`src/rtl/ingress_rdreq_dispatch.sv`:
```
// ingress_rdreq_dispatch: decodes read-request offsets into a {flag, register, action, channel}
// destination and queues each request with its completion context in a fall-through FIFO.
// Revision: 1.0
`default_nettype none

module ingress_rdreq_dispatch #(
  parameter int CHANNEL_NUM = 12,
  parameter int FIFO_DEPTH  = 8,
  parameter int CNT_W       = 16
) (
  input  logic             clk,
  input  logic             rst,
  input  logic             rdreq_valid,
  output logic             rdreq_rdy,
  input  logic [3:0]       rdreq_chnl,
  input  logic [3:0]       rdreq_offset,
  input  logic [7:0]       rdreq_tag,
  input  logic [15:0]      rdreq_reqid,
  input  logic [6:0]       rdreq_laddr,
  output logic             rd_valid,
  input  logic             rd_rdy,
  output logic [9:0]       rd_tdest,
  output logic [7:0]       rd_tag,
  output logic [15:0]      rd_reqid,
  output logic [6:0]       rd_laddr,
  output logic [CNT_W-1:0] acc_cnt,
  output logic [CNT_W-1:0] err_cnt
);

  localparam int AW = $clog2(FIFO_DEPTH);
  localparam int EW = 41;
  localparam logic [AW:0] FULL_C   = (AW+1)'(FIFO_DEPTH);
  localparam logic [4:0]  CH_LIM_C = 5'(CHANNEL_NUM);

  logic [1:0]  w_act;
  logic [2:0]  w_reg;
  logic        w_per_chnl;
  logic        w_known;
  logic        w_unsup;
  logic [9:0]  w_tdest;
  logic        w_push;
  logic        w_pop;
  logic [EW-1:0] w_head;

  logic [EW-1:0]   mem [FIFO_DEPTH];
  logic [AW-1:0]   wr_ptr_q, wr_ptr_d;
  logic [AW-1:0]   rd_ptr_q, rd_ptr_d;
  logic [AW:0]     count_q, count_d;
  logic [CNT_W-1:0] acc_cnt_q, acc_cnt_d;
  logic [CNT_W-1:0] err_cnt_q, err_cnt_d;

  always_comb begin
    w_act      = 2'b11;
    w_reg      = 3'b000;
    w_per_chnl = 1'b0;
    w_known    = 1'b1;
    case (rdreq_offset)
      4'b1000: begin w_act = 2'b00; w_reg = 3'b000; w_per_chnl = 1'b1; end
      4'b1001: begin w_act = 2'b00; w_reg = 3'b001; w_per_chnl = 1'b1; end
      4'b1110: begin w_act = 2'b00; w_reg = 3'b010; w_per_chnl = 1'b1; end
      4'b1101: begin w_act = 2'b01; w_reg = 3'b010; w_per_chnl = 1'b1; end
      4'b1010: begin w_act = 2'b10; w_reg = 3'b000; end
      4'b1011: begin w_act = 2'b10; w_reg = 3'b001; end
      4'b1100: begin w_act = 2'b10; w_reg = 3'b010; end
      4'b1111: begin w_act = 2'b10; w_reg = 3'b011; end
      default: w_known = 1'b0;
    endcase
    // Global registers ignore the channel; only tx/rx registers need a real channel.
    w_unsup = !w_known || (w_per_chnl && ({1'b0, rdreq_chnl} >= CH_LIM_C));
    w_tdest = w_unsup ? {1'b1, 3'b000, 2'b11, rdreq_chnl}
                      : {1'b0, w_reg, w_act, rdreq_chnl};
  end

  assign rdreq_rdy = (count_q != FULL_C);
  assign rd_valid  = (count_q != '0);
  assign w_push    = rdreq_valid && rdreq_rdy;
  assign w_pop     = rd_valid && rd_rdy;

  always_comb begin
    wr_ptr_d  = wr_ptr_q;
    rd_ptr_d  = rd_ptr_q;
    count_d   = count_q;
    acc_cnt_d = acc_cnt_q;
    err_cnt_d = err_cnt_q;
    if (w_push) wr_ptr_d = wr_ptr_q + AW'(1);
    if (w_pop)  rd_ptr_d = rd_ptr_q + AW'(1);
    case ({w_push, w_pop})
      2'b10:   count_d = count_q + (AW+1)'(1);
      2'b01:   count_d = count_q - (AW+1)'(1);
      default: count_d = count_q;
    endcase
    if (w_push && (acc_cnt_q != '1))            acc_cnt_d = acc_cnt_q + CNT_W'(1);
    if (w_push && w_unsup && (err_cnt_q != '1)) err_cnt_d = err_cnt_q + CNT_W'(1);
  end

  always_ff @(posedge clk) begin
    if (rst) begin
      wr_ptr_q  <= '0;
      rd_ptr_q  <= '0;
      count_q   <= '0;
      acc_cnt_q <= '0;
      err_cnt_q <= '0;
    end else begin
      wr_ptr_q  <= wr_ptr_d;
      rd_ptr_q  <= rd_ptr_d;
      count_q   <= count_d;
      acc_cnt_q <= acc_cnt_d;
      err_cnt_q <= err_cnt_d;
    end
  end

  always_ff @(posedge clk) begin
    if (w_push) mem[wr_ptr_q] <= {w_tdest, rdreq_tag, rdreq_reqid, rdreq_laddr};
  end

  // Storage is not reset, so the head is masked to zero while the queue is empty.
  assign w_head   = rd_valid ? mem[rd_ptr_q] : '0;
  assign rd_tdest = w_head[40:31];
  assign rd_tag   = w_head[30:23];
  assign rd_reqid = w_head[22:7];
  assign rd_laddr = w_head[6:0];
  assign acc_cnt  = acc_cnt_q;
  assign err_cnt  = err_cnt_q;

endmodule

`default_nettype wire

```
`config.mk`:
```
export PLATFORM = sky130hd
export DESIGN_NAME = ingress_rdreq_dispatch
export DESIGN_NICKNAME = d
export VERILOG_FILES = /design/src/rtl/ingress_rdreq_dispatch.sv
export SDC_FILE = /design/constraint.sdc
export NUM_CORES = 1
export LEC_CHECK = 0
export ABC_AREA = 0
export CORE_UTILIZATION = 57
export DETAILED_ROUTE_END_ITERATION = 10
export DONT_BUFFER_PORTS = 1
export GPL_ROUTABILITY_DRIVEN = 0
export PLACE_DENSITY = 0.78
export SYNTH_ARGS = -nofsm -noshare
export SYNTH_HDL_FRONTEND = slang
export SYNTH_SLANG_ARGS = --single-unit
export TNS_END_PERCENT = 20
```
`constraint.sdc`:
```
create_clock -name clk -period 6.94 [get_ports clk]
set_input_delay 1.735 -clock clk [delete_from_list [all_inputs] [get_ports clk]]
set_output_delay 1.735 -clock clk [all_outputs]
set_load 0.05 [all_outputs]
```
==> impl_metrics.json <==
{
  "min_from": "rd_ptr_q[1]",
  "outcome": "completed",
  "p_switching_mw": 1.96,
  "grt_pass1_vias": 7455,
  "finalInstanceArea_sq_um": 16000,
  "slew_violations": 0,
  "port_buffers": 0,
  "hold_ws_ns": 0.535,
  "synth_nets": 841,
  "grt_overflow": 0,
  "critPathLaunchType": "flop",
  "post-cts-setup-buffers": 0,
  "core_area_sq_um": 24600,
  "antennaDiodeCount": 0,
  "grt_max_degree": 81,
  "power.density_nw_per_um2": 385,
  "slew_headroom_pct": 20.9,
  "fp.dieW_microns": 161,
  "ir_drop_mv": 0.254,
  "avgSynthCellArea_sq_um": 18.3,
  "clk_path_buf_depth": 3,
  "root_buffer": "clkbuf_16",
  "start_util_pct": 58.7,
  "drcViolationCount": 0,
  "finalCoreUtilization_pct": 64.9,
  "io_pins": 118,
  "period_share_pct": 69.7,
  "setup_viol": 0,
  "ctsHoldBuffers": 0,
  "critPathArrivalTime_ns": 3.11,
  "whs_path_depth": 2,
  "nets": 846,
  "synth_edf_count": 320,
  "ff2ff_path_depth": 11,
  "tightest_slew_ns": 1.18,
  "min_period_ns": 4.84,
  "yosysWarnings": 0,
  "cts_buffers": 36,
  "dpl_cell_area_sq_um": 14800,
  "final_common_cell": "edfxtp_1",
  "cp_data_required_time_ns": 5.20,
  "reg2reg_from": "count_q[1]",
  "antenna_left": 0,
  "die_h_microns": 161,
  "synthDistinctLibCells": 50,
  "cts_tree": "built",
  "htreeDepth": 2,
  "synthCells": 791,
  "clock_sinks": 365,
  "power_frac_comb_pct": 24.7,
  "rows": 57,
  "layout_setup_ws_ns": 2.10,
  "syn-cell-area_sq_um": 14400,
  "drive_above_1_share_pct": 19.9,
  "path_cells": "buf_4 -> mux4_2 -> mux2i_1 -> nor2_1",
  "layout_common_cells": "320 x edfxtp_1, 80 x mux4_2, 63 x nor2_1, 44 x mux2i_1, 42 x dfxtp_1",
  "cellLeakagePower_nw": 4.85,
  "p_clk_share_pct": 31.7,
  "vias": 7210,
  "fmax_mhz": 207,
  "dp_slack_ns": 2.56,
  "finalWirelength_mm": 27.7,
  "ff2ff_setup_slack_ns": 3.56,
  "antenna_found_initial": 0,
  "crit_type": "reg2out",
  "drtIter0Drc": 708,
  "grt_pass1_wl_mm": 42.3,
  "setup_tns_ns": 0,
  "synthFlopType": "edfxtp_1",
  "slowest_stage": "dfxtp_4",
  "hold_class": "reg2reg",
  "wl_per_cell_microns": 24.3,
  "grtUsageTotal_pct": 21.8,
  "postCtsResizedCells": 0,
  "fin_skew_ns": 0.0153,
  "critPathMaxFanout": 40,
  "power_frac_seq_pct": 43.6,
  "drt_first_pass_iters": 5,
  "sw_frac_of_total_pct": 31.8,
  "synth-async-reset-ratio_pct": 0,
  "ys_seq_elements": 365,
  "crit_buf_inv": 1,
  "die_area_sq_um": 26000,
  "insertion_delay_ns": 0.50,
  "internal-power_mw": 4.19,
  "max_stage_delay_ns": 0.88,
  "vias_per_cell": 6.31,
  "hpwl_mm": 15.6,
  "hold_viol": 0,
  "clkSlewWorstSetupHoldPaths_ns": 0.07,
  "reg2reg_to": "count_q[2]",
  "path_delay_family": "flip-flops",
  "rsz0062_at_grt": "false",
  "area_growth_pct": 10.6,
  "seq_area_frac_synth_pct": 72.8,
  "setup.worst_path.end_class": "primary output",
  "max_cap_viol_count": 0
}
-- logic make-up (layout without fill, tap and decap cells) --
kind of cell | after synthesis | count (layout) | synth area share [%]
xor gates and xnor gates | 17 | 17 | 1.03
other | 1 | 1 | 0.0260
buffers and inverters | 54 | 81 | 1.69
adders and majority gates | 7 | 7 | 0.606
muxes | 125 | 125 | 15.6
DFF | 365 | 365 | 72.8
AOI/OAI and AO/OA | 59 | 59 | 2.49
and+or+nand+nor | 163 | 163 | 5.76
-- cell usage after synthesis (9+ instances only) --
master      n  share of area, %
nand3_1    10              0.35
dfxtp_1    45               6.2
xnor2_1    11              0.67
o31ai_1     9              0.47
clkbuf_1   29              0.75
mux4_2     80                12
nor2_1     64               1.7
or3_1      13              0.56
nand2_1    20              0.52
a21oi_1    24              0.83
o21ai_0    15              0.52
edfxtp_1  320                67
mux2i_1    44               3.0
-- registers in the layout, summed over array words and instances (netlist names), named ones only --
signal / flops
acc_cnt: 16
wr_ptr_q: 3
rd_ptr_q: 3
count_q: 4
mem: 320
err_cnt: 16
-- worst max-delay path by stage --
stage | cells after the start | slack [ns] | startpoint | to
2_1_floorplan | 4 | 0.05 | rdreq_valid | mem[1][0]
5_1_grt | 4 | 1.83 | flop | rd_tag[2]
3_3_place_gp | 4 | 2.56 | flop | rd_tdest[7]
4_1_cts | 4 | 2.01 | flop | rd_tag[2]
6_report | 4 | 2.10 | flop | rd_tdest[7]
3_5_place_dp | 4 | 2.56 | flop | rd_tdest[7]
-- metrics by stage --
step / cells / power (mW)
after floorplan: 791 / 4.03
after global placement: 1082 / 4.21
after detailed placement: 1082 / 4.26
after CTS: 1142 / 6.20
after global routing: 1142 / 6.36
final: 1142 / 6.15
-- metal layers --
| layer | vias to the layer above | part of all wire [%] | global-route usage, % | wire length (microns) |
|---|---|---|---|---|
| li1 | 3167 | - | - | - |
| met1 | 3698 | 39 | 28.3 | 10700 |
| met2 | 308 | 50 | 36.3 | 14000 |
| met3 | 37 | 9.5 | 6.14 | 2630 |
| met4 | 0 | 1.6 | 5.75 | 442 |
| met5 | - | 0 | 0 | 0 |
-- tightest hold or removal path, cell delays in order (launching register included) --
cell and delay [ns]:
dfxtp_1 0.32, mux2i_1 0.12, nor2_1 0.06
-- cell type report --
class,count,area (sq um)
multi-input cells,372,3740
clock buffers,43,948
fillers,1623,8630
inverters,9,33.8
clock inverters,17,235
flip-flops and latches,365,10500
repair buffers,12,90.1
well taps,324,405
-- power by group through the flow --
stage / sequential [mW] / clock, mW / combinational [mW]
6_report: 2.68 / 1.95 / 1.52
5_1_grt: 2.70 / 2.05 / 1.60
4_1_cts: 2.69 / 1.97 / 1.54
3_5_place_dp: 2.73 / 0 / 1.53
3_3_place_gp: 2.72 / 0 / 1.50
2_1_floorplan: 2.61 / 0 / 1.42
(Power assumes the default switching activity.)
